`src/rtl/reaction_timer_ctrl.sv`:
```
// Reaction-time controller: LFSR-driven random pre-stimulus delay, millisecond
// reaction counter with saturation, and a session best-time register.
module reaction_timer_ctrl #(
  parameter int TICKS_PER_MS = 10000,
  parameter int MIN_DELAY_MS = 1000,
  parameter int MAX_COUNT    = 9999
) (
  input  logic        clk,
  input  logic        rst_n,
  input  logic        arm,
  input  logic        start_timer,
  input  logic        stop_timer,
  input  logic        abort,
  input  logic        clear_best,
  output logic        delay_done,
  output logic [13:0] elapsed_time,
  output logic [13:0] best_time,
  output logic        best_valid,
  output logic        timeout,
  output logic        busy
);

  localparam int              PW         = $clog2(TICKS_PER_MS);
  localparam logic [PW-1:0]   PRESC_LAST = PW'(TICKS_PER_MS - 1);
  localparam logic [13:0]     MAX_CNT    = 14'(MAX_COUNT);
  localparam logic [15:0]     MIN_DLY    = 16'(MIN_DELAY_MS);
  localparam logic [15:0]     LFSR_SEED  = 16'hACE1;

  typedef enum logic [2:0] {
    S_IDLE,
    S_DELAY,
    S_ARMED,
    S_TIMING,
    S_HOLD
  } state_t;

  state_t          r_state, w_state_nxt;
  logic [15:0]     r_lfsr;
  logic            w_lfsr_fb;
  logic [PW-1:0]   r_presc, w_presc_nxt;
  logic            w_ms_tick;
  logic [15:0]     r_ms_cnt, w_ms_cnt_nxt, w_ms_inc;
  logic [15:0]     r_target, w_target_nxt;
  logic [13:0]     r_elapsed, w_elapsed_nxt, w_el_inc;
  logic [13:0]     r_best, w_best_nxt;
  logic            r_best_valid, w_best_valid_nxt;
  logic            r_delay_done, w_delay_done_nxt;
  logic            r_timeout, w_timeout_nxt;
  logic            r_busy, w_busy_nxt;
  logic            w_arm_ok;

  // Taps 16,14,13,11 of a right-shifting Fibonacci register; the nonzero seed
  // keeps it out of the all-zero lock-up state.
  assign w_lfsr_fb = r_lfsr[0] ^ r_lfsr[2] ^ r_lfsr[3] ^ r_lfsr[5];
  assign w_ms_tick = (r_presc == PRESC_LAST);
  assign w_ms_inc  = r_ms_cnt + 16'd1;
  assign w_el_inc  = r_elapsed + 14'd1;
  assign w_arm_ok  = arm && (r_state inside {S_IDLE, S_DELAY, S_HOLD});

  always_ff @(posedge clk or negedge rst_n) begin
    if (!rst_n) begin
      r_state <= S_IDLE;
    end else begin
      // NOTE: sequential state uses non-blocking assignments so every register
      // samples pre-edge values regardless of block ordering.
      r_state <= w_state_nxt;
    end
  end

  always_comb begin
    // NOTE: every signal driven here gets a default first, so no path through
    // the branches below can infer a latch.
    w_state_nxt      = r_state;
    w_presc_nxt      = w_ms_tick ? '0 : r_presc + 1'b1;
    w_ms_cnt_nxt     = r_ms_cnt;
    w_target_nxt     = r_target;
    w_elapsed_nxt    = r_elapsed;
    w_best_nxt       = r_best;
    w_best_valid_nxt = r_best_valid;
    w_delay_done_nxt = 1'b0;
    w_timeout_nxt    = 1'b0;

    if (abort) begin
      w_state_nxt   = S_IDLE;
      w_presc_nxt   = '0;
      w_ms_cnt_nxt  = '0;
      w_elapsed_nxt = '0;
    end else if (w_arm_ok) begin
      w_state_nxt   = S_DELAY;
      w_presc_nxt   = '0;
      w_ms_cnt_nxt  = '0;
      w_target_nxt  = MIN_DLY + {5'd0, r_lfsr[10:0]};
      w_elapsed_nxt = '0;
    end else begin
      unique case (r_state)
        S_DELAY: begin
          if (w_ms_tick) begin
            w_ms_cnt_nxt = w_ms_inc;
            if (w_ms_inc == r_target) begin
              w_delay_done_nxt = 1'b1;
              w_state_nxt      = S_ARMED;
            end
          end
        end
        S_ARMED: begin
          if (start_timer) begin
            w_state_nxt   = S_TIMING;
            w_presc_nxt   = '0;
            w_elapsed_nxt = '0;
          end
        end
        S_TIMING: begin
          // A stop on the same cycle as a tick freezes the pre-increment value.
          if (stop_timer) begin
            w_state_nxt = S_HOLD;
            if (!r_best_valid || (r_elapsed < r_best)) begin
              w_best_nxt       = r_elapsed;
              w_best_valid_nxt = 1'b1;
            end
          end else if (w_ms_tick) begin
            w_elapsed_nxt = w_el_inc;
            if (w_el_inc == MAX_CNT) begin
              w_timeout_nxt = 1'b1;
              w_state_nxt   = S_HOLD;
            end
          end
        end
        default: ;
      endcase
    end

    if (clear_best) begin
      w_best_nxt       = MAX_CNT;
      w_best_valid_nxt = 1'b0;
    end

    w_busy_nxt = (w_state_nxt inside {S_DELAY, S_ARMED, S_TIMING});
  end

  always_ff @(posedge clk or negedge rst_n) begin
    if (!rst_n) begin
      r_lfsr       <= LFSR_SEED;
      r_presc      <= '0;
      r_ms_cnt     <= '0;
      r_target     <= '0;
      r_elapsed    <= '0;
      r_best       <= MAX_CNT;
      r_best_valid <= 1'b0;
      r_delay_done <= 1'b0;
      r_timeout    <= 1'b0;
      r_busy       <= 1'b0;
    end else begin
      r_lfsr       <= {w_lfsr_fb, r_lfsr[15:1]};
      r_presc      <= w_presc_nxt;
      r_ms_cnt     <= w_ms_cnt_nxt;
      r_target     <= w_target_nxt;
      r_elapsed    <= w_elapsed_nxt;
      r_best       <= w_best_nxt;
      r_best_valid <= w_best_valid_nxt;
      r_delay_done <= w_delay_done_nxt;
      r_timeout    <= w_timeout_nxt;
      r_busy       <= w_busy_nxt;
    end
  end

  assign delay_done   = r_delay_done;
  assign elapsed_time = r_elapsed;
  assign best_time    = r_best;
  assign best_valid   = r_best_valid;
  assign timeout      = r_timeout;
  assign busy         = r_busy;

endmodule

```
`config.mk`:
```
export PLATFORM = sky130hd
export DESIGN_NAME = reaction_timer_ctrl
export DESIGN_NICKNAME = d
export VERILOG_FILES = /design/src/rtl/reaction_timer_ctrl.sv
export SDC_FILE = /design/constraint.sdc
export NUM_CORES = 1
export LEC_CHECK = 0
export ABC_AREA = 1
export CELL_PAD_IN_SITES_DETAIL_PLACEMENT = 0
export CELL_PAD_IN_SITES_GLOBAL_PLACEMENT = 1
export CORE_ASPECT_RATIO = 1.25
export CORE_MARGIN = 4
export CORE_UTILIZATION = 44
export CTS_CLUSTER_SIZE = 25
export DETAILED_ROUTE_END_ITERATION = 7
export HOLD_SLACK_MARGIN = 0.15
export PLACE_DENSITY_LB_ADDON = 0.1
export SYNTH_ARGS = -nofsm -noshare
export SYNTH_HDL_FRONTEND = slang
export SYNTH_SLANG_ARGS = --single-unit
```
`constraint.sdc`:
```
create_clock -name clk -period 2.7 [get_ports clk]
set_input_delay 0.54 -clock clk [delete_from_list [all_inputs] [get_ports clk]]
set_output_delay 0.54 -clock clk [all_outputs]
set_load 0.05 [all_outputs]
```
# Word-level counts from Yosys, hierarchy flattened
# Index checks and enable logic that the tools add are counted.
[op_classes] addsub=4 magnitude_cmp=1 n_eq_ne=15 mux=47 bitwise_logic=4 n_reduce_logical=16
[ops] op="14-bit 2-to-1 mux" count=16
[ops] op="16-bit 2-to-1 mux" count=4
[ops] op="14-bit by 1-bit adder with 14-bit output (second input constant)" count=2
[ops] op="14-bit equality test (second input constant)" count=2
[ops] op="14-bit one-hot mux with 2 select lines" count=1
[ops] op="3-bit 2-to-1 mux" count=8
[ops] op="1-bit 2-to-1 mux" count=17
[ops] op="16-bit by 1-bit adder with 16-bit output (second input constant)" count=1
[ops] op="16-bit equality test" count=1
[ops] op="14-bit less-than comparator" count=1
[ops] op="10-bit by 11-bit adder with 12-bit output (first input constant)" count=1
[ops] op="3-bit by 2-bit equality test with 1-bit output (second input constant)" count=4
[ops] op="4-bit != test (second input constant)" count=3
[ops] op="3-bit nonzero test" count=4
[ops] op="3-bit one-hot mux with 3 select lines" count=1
[ops] op="3-bit by 1-bit equality test with 1-bit output (second input constant)" count=2
[ops] op="2-bit nonzero test" count=3
[ops] op="5-bit AND reduction" count=1
[ops] op="2-bit AND reduction" count=2
[ops] op="4-bit AND reduction" count=1
[ops] op="4-bit nonzero test" count=1
[ops] op="3-bit equality test (second input constant)" count=1
[ops] op="3-bit logical NOT" count=1
[ops] op="1-bit XOR" count=3
[ops] op="6 further kinds" count=6
[totals] register_bits=97 output_inout_bits=32

# Depth between registers and ports, before layout
[logic_depth] ltp_word=10 depth_mapped=16 ltp_nobuf=16

# Worst setup path after synthesis
# OpenSTA, ideal clock, no wires.
[synth_path] kind="register to register" from="reg r_elapsed[1] (netlist: elapsed_time[1])" to="reg r_busy (netlist: busy)" arrival_ps=2108 required_ps=2581 path_slack_ps=473 path_stages_with_launch=14 path_buffers=0 synth_period_minus_slack_ps=2227 cell_sequence="dfrtp_1 ha_1 nand2_1 nor2_2 nand2_1 xor2_1 nor2_1 nand2_1 nor2_1 nand2_1 a21oi_1 nand3_1 nand2_2 a21oi_2"
[synth_via] elab_chain_cells=10
[synth_lines] element="start, declared" line_no="44" source="logic [13:0] r_elapsed, w_elapsed_nxt, w_el_inc;"
[synth_lines] element="start signal, assigned" line_no="157" source="r_elapsed <= w_elapsed_nxt;"
[synth_lines] element="14-bit by 1-bit adder with 14-bit output (*)" line_no="57" source="assign w_el_inc = r_elapsed + 14'd1;"
[synth_lines] element="14-bit equality test (*)" line_no="122" source="if (w_el_inc == MAX_CNT) begin"
[synth_lines] element="3-bit 2-to-1 mux (*)" line_no="122"
[synth_lines] element="3-bit 2-to-1 mux (*)" line_no="120" source="end else if (w_ms_tick) begin"
[synth_lines] element="3-bit 2-to-1 mux (*)" line_no="114" source="if (stop_timer) begin"
[synth_lines] element="3-bit one-hot mux with 3 select lines (*)" line_no="95" source="unique case (r_state)"
[synth_lines] element="3-bit 2-to-1 mux (*)" line_no="88" source="end else if (w_arm_ok) begin"
[synth_lines] element="3-bit 2-to-1 mux (*)" line_no="83" source="if (abort) begin"
[synth_lines] element="3-bit by 1-bit equality test with 1-bit output / 3-bit by 2-bit equality test with 1-bit output (equally long branches)" line_no="137" source="w_busy_nxt = (w_state_nxt inside {S_DELAY, S_ARMED, S_TIMING});"
[synth_lines] element="3-bit nonzero test (*)" line_no="137"
[synth_lines] element="named net w_busy_nxt" line_no="49" source="logic r_busy, w_busy_nxt;"
[synth_lines] element="end signal, assigned" line_no="162" source="r_busy <= w_busy_nxt;"
[synth_lines] element="end, declared" line_no="49"
# The timed path passes the listed nets; every way through them passes the cells marked *.
# A chain may end at the register's enable or synchronous reset.

# Worst setup path in the final report
[layout_path] from="reg r_elapsed[4] (netlist: elapsed_time[4])" to="out elapsed_time[4]"
[layout_rtl] element="end, declared" line_no="16" source="output logic [13:0] elapsed_time,"
# No word-level cell between the ends.

==> summary.txt <==
Clock network
  – Hold_buf cts: 0
  – Max H-tree Level: 3
  – CTS max path bufs: 2
  – Post-cts sizing count: 0
  – # Post-CTS Setup Buffers: 0
  – Number of clock buffers inserted by TritonCTS: 9
  – Worst-Skew Late Latency: 0.35 ns
  – Library cell used as clock root buffer: sky130_fd_sc_hd__clkbuf_16
  – CTS Sinks: 93
  – TritonCTS clock tree: done
  – Clock-pin transition on the worst setup and hold timing paths: 0.07 ns

Critical path
  – Origin of the critical flop-to-flop path: best_time[3]
  – Crit path launch: elapsed_time[4]
  – Worst setup path endpoint: elapsed_time[4]
  – Crit path cell chain: clkdlybuf4s50_1
  – Worst stage delay on the critical path: 0.87 ns
  – Count of cell instances traversed by the critical path: 1
  – Critical register-to-register path endpoint: best_time[5]
  – WP data arrival: 1.75 ns
  – Max stage delay cell, worst path: sky130_fd_sc_hd__clkdlybuf4s50_1
  – Buffers plus inverters on the worst setup path: 1
  – Register-to-register setup slack: 0.44 ns
  – Type of the worst setup path: reg2out
  – Number of cells traversed by the worst register-to-register path: 10
  – Critical path capture point type: output port
  – Worst endpoint required time: 2.16 ns
  – Biggest fanout along the worst timing path: 7
  – Startpoint types: flop
  – Cell family with the largest share of critical-path delay: buffers and inverters

Route
  – Via-per-instance ratio: 5.03
  – Iteration-0 DRC Markers: 221
  – Detailed-routing iteration count for the pre-antenna-repair pass: 4
  – Residual antenna-violating net count after detailed routing: 0
  – Detailed-route via count: 4,362
  – Number of remaining DRC errors: 0
  – Avg WL per Cell: 14.1 um
  – Post-Route WL: 12.2 mm

GRT
  – First-pass GRT wire length: 20.9 mm
  – GR Util All Layers: 19.1%
  – Largest net degree at the start of global routing: 44
  – Number of antenna violations at the first check in global routing: 0
  – Total global routing overflow: 0
  – Number of global-route vias before repair: 4,370

Yosys
  – Warning count from the yosys run: 0
  – Number of synthesized register bits: 93
  – Gate count of the mapped netlist: 656
  – Most used DFF post-synth: sky130_fd_sc_hd__dfrtp_1
  – Count of flip-flops with a built-in enable after synthesis: 0
  – Post-Syn Nets: 681
  – Netlist Area Pre-Place: 5210 um^2
  – Share of the yosys chip area belonging to registers: 45.1%
  – Share of synthesized registers carrying an async set or reset: 100%
  – Avg Inst Size Synth: 7.94 um^2
  – Count of cell types in the netlist: 40

Final layout
  – Antenna diode count: 0
  – Layout Cells excl Fill: 868
  – Filler cell count in the final layout: 1,145
  – Fraction of final layout cells with drive strength greater than 1: 11.6%
  – Core Util, Final: 52.6%
  – Area overhead of the layout relative to synthesis: 17.3%
  – Post-layout nets: 727

Floorplanning
  – # IOs: 39
  – Starting density of the core: 44.8%
  – Row count: 44
  – Area of the die: 13,700 um^2
  – Die Y: 130 um
  – Floorplan core area: 11,600 um^2
  – Horizontal die dimension: 105 um

Timing
  – Worst Hold Slack: 0.175 ns
  – Final number of hold-violating endpoints: 0
  – Clock Skews: 0.00787 ns
  – Slew at the pin with the worst max-slew slack: 0.545 ns
  – Fin Setup TNS: 0 ns
  – Highest clock frequency the design can meet: 436 MHz
  – Number of failing setup endpoints in the final timing report: 0
  – Max Slew Vio Count: 0
  – RSZ-0062 raised after global routing: no
  – Slew margin rel.: 63.6%
  – Period minus WS final: 2.29 ns
  – Fin crit share: 85.0%

Worst hold path
  – Hold WC Path Type: in2async

Power and ir drop
  – Net switching fraction of the power: 26.5%
  – Net Switching: 0.814 mW
  – Proportion of power drawn by combinational gates: 8.5%
  – Total internal power: 2.26 mW
  – Flop pwr share: 47.6%
  – Leakage power of the design: 2.76 nW
  – Maximum vdd ir drop: 0.257 mV
  – Pwr/cell area: 503 nW/um^2
  – Clk network pwr share: 43.9%

Placement
  – Cells after DPL: 852
  – DP Wirelength: 9.30 mm
  – Port Buf Inserts: 38
  – Weighted congestion reported at the end of routability-driven placement: 0.877

Run status
  – Run status: finished clean

Flow run
  – Number of max-cap violations: 0
[stage by stage]
step	power [mW]	instance area (um^2)	setup slack [ns]
2_1_floorplan	1.65	5210	0.473
3_3_place_gp	1.75	5800	0.444
3_5_place_dp	1.76	5800	0.434
4_1_cts	3.12	6110	0.383
5_1_grt	3.21	6110	0.252
6_report	3.07	6110	0.405
[cell usage in the layout (no fill, tap or decap), types with 2 or more instances in the layout]
cell type / Yosys / layout
sky130_fd_sc_hd__nand3_2: 6 / 6
sky130_fd_sc_hd__o22ai_1: 22 / 22
sky130_fd_sc_hd__inv_8: 0 / 2
sky130_fd_sc_hd__inv_1: 103 / 103
sky130_fd_sc_hd__nor2_1: 50 / 50
sky130_fd_sc_hd__clkbuf_16: 0 / 9
sky130_fd_sc_hd__nand4_1: 15 / 15
sky130_fd_sc_hd__ha_1: 18 / 18
sky130_fd_sc_hd__nor3_1: 10 / 10
sky130_fd_sc_hd__nor4_1: 3 / 3
sky130_fd_sc_hd__dfrtp_1: 77 / 77
sky130_fd_sc_hd__nand3_1: 51 / 51
sky130_fd_sc_hd__clkdlybuf4s50_1: 0 / 37
sky130_fd_sc_hd__nand2_1: 156 / 156
sky130_fd_sc_hd__and3_1: 2 / 2
sky130_fd_sc_hd__inv_2: 6 / 6
sky130_fd_sc_hd__buf_4: 0 / 5
sky130_fd_sc_hd__nor2_4: 6 / 6
sky130_fd_sc_hd__dfstp_2: 16 / 16
sky130_fd_sc_hd__nor3_2: 3 / 3
sky130_fd_sc_hd__nor2_2: 4 / 4
sky130_fd_sc_hd__xnor2_1: 3 / 3
sky130_fd_sc_hd__inv_6: 0 / 3
sky130_fd_sc_hd__nand2_4: 2 / 2
sky130_fd_sc_hd__xor2_1: 9 / 9
sky130_fd_sc_hd__o21ai_0: 33 / 33
sky130_fd_sc_hd__nand3b_1: 3 / 3
sky130_fd_sc_hd__o21ai_1: 8 / 8
sky130_fd_sc_hd__a21oi_1: 20 / 20
sky130_fd_sc_hd__nand2_2: 10 / 10
[synthesized netlist by cell type (8+ instances only)]
master	n	area (um^2)
sky130_fd_sc_hd__nand2_2	10	62.6
sky130_fd_sc_hd__nor2_1	50	188
sky130_fd_sc_hd__o22ai_1	22	138
sky130_fd_sc_hd__nand3_1	51	255
sky130_fd_sc_hd__dfstp_2	16	420
sky130_fd_sc_hd__o21ai_0	33	165
sky130_fd_sc_hd__nand4_1	15	93.8
sky130_fd_sc_hd__nor3_1	10	50.1
sky130_fd_sc_hd__dfrtp_1	77	1930
sky130_fd_sc_hd__nand2_1	156	586
sky130_fd_sc_hd__a21oi_1	20	100
sky130_fd_sc_hd__inv_1	103	387
sky130_fd_sc_hd__o21ai_1	8	40.0
sky130_fd_sc_hd__xor2_1	9	78.8
sky130_fd_sc_hd__ha_1	18	225
[registers in the layout, indices dropped and copies added, names as in the netlist, 3 cells and up]
register	count
r_target	12
elapsed_time	14
r_presc	14
r_lfsr	16
best_time	14
r_ms_cnt	16
r_state	3
[area by class of cell]
| class | instances | area, um^2 | area share (%) |
|---|---|---|---|
| multi-input cells | 446 | 2410 | 39.5 |
| clock inverters | 7 | 86.3 | 1.41 |
| flip-flops and latches | 93 | 2350 | 38.4 |
| clock buffers | 9 | 225 | 3.69 |
| repair buffers | 43 | 428 | 7.00 |
| inverters | 109 | 409 | 6.70 |
| well taps | 161 | 201 | 3.30 |
[per-layer routing]
layer | wire [um] | part of all wire [%] | track usage (%) | vias up
met5 | 0 | 0 | 0 | -
met4 | 197 | 1.6 | 6.56 | 0
met3 | 258 | 2.1 | 3.64 | 14
met2 | 6530 | 53 | 34.0 | 62
met1 | 5240 | 43 | 23.1 | 2068
li1 | - | - | - | 2218
[power by group through the flow]
stage / Sequential, mW / Combinational (mW) / Clock [mW]
after CTS: 1.46 / 0.268 / 1.38
after global routing: 1.47 / 0.297 / 1.44
after floorplan: 1.53 / 0.120 / 0
final: 1.46 / 0.262 / 1.35
after global placement: 1.49 / 0.265 / 0
after detailed placement: 1.49 / 0.267 / 0
[logic make-up after synthesis]
group / synth area share (%)
simple gates: 30.1
xor+xnor: 2.02
fa+ha+maj: 4.32
compound gates: 9.87
buf+inv: 8.62
flops: 45.1
[worst min path at each step]
stage          slack (ns)  cells after the start             to        from
2_1_floorplan        0.24                      0  best_time[11]       rst_n
3_3_place_gp         0.34                      0     r_lfsr[11]  r_lfsr[12]
3_5_place_dp         0.34                      0     r_lfsr[13]  r_lfsr[14]
4_1_cts              0.19                      1    r_target[5]       rst_n
5_1_grt              0.21                      1     r_lfsr[14]       rst_n
6_report             0.18                      1      r_lfsr[9]       rst_n
(Power assumes the default switching activity.)
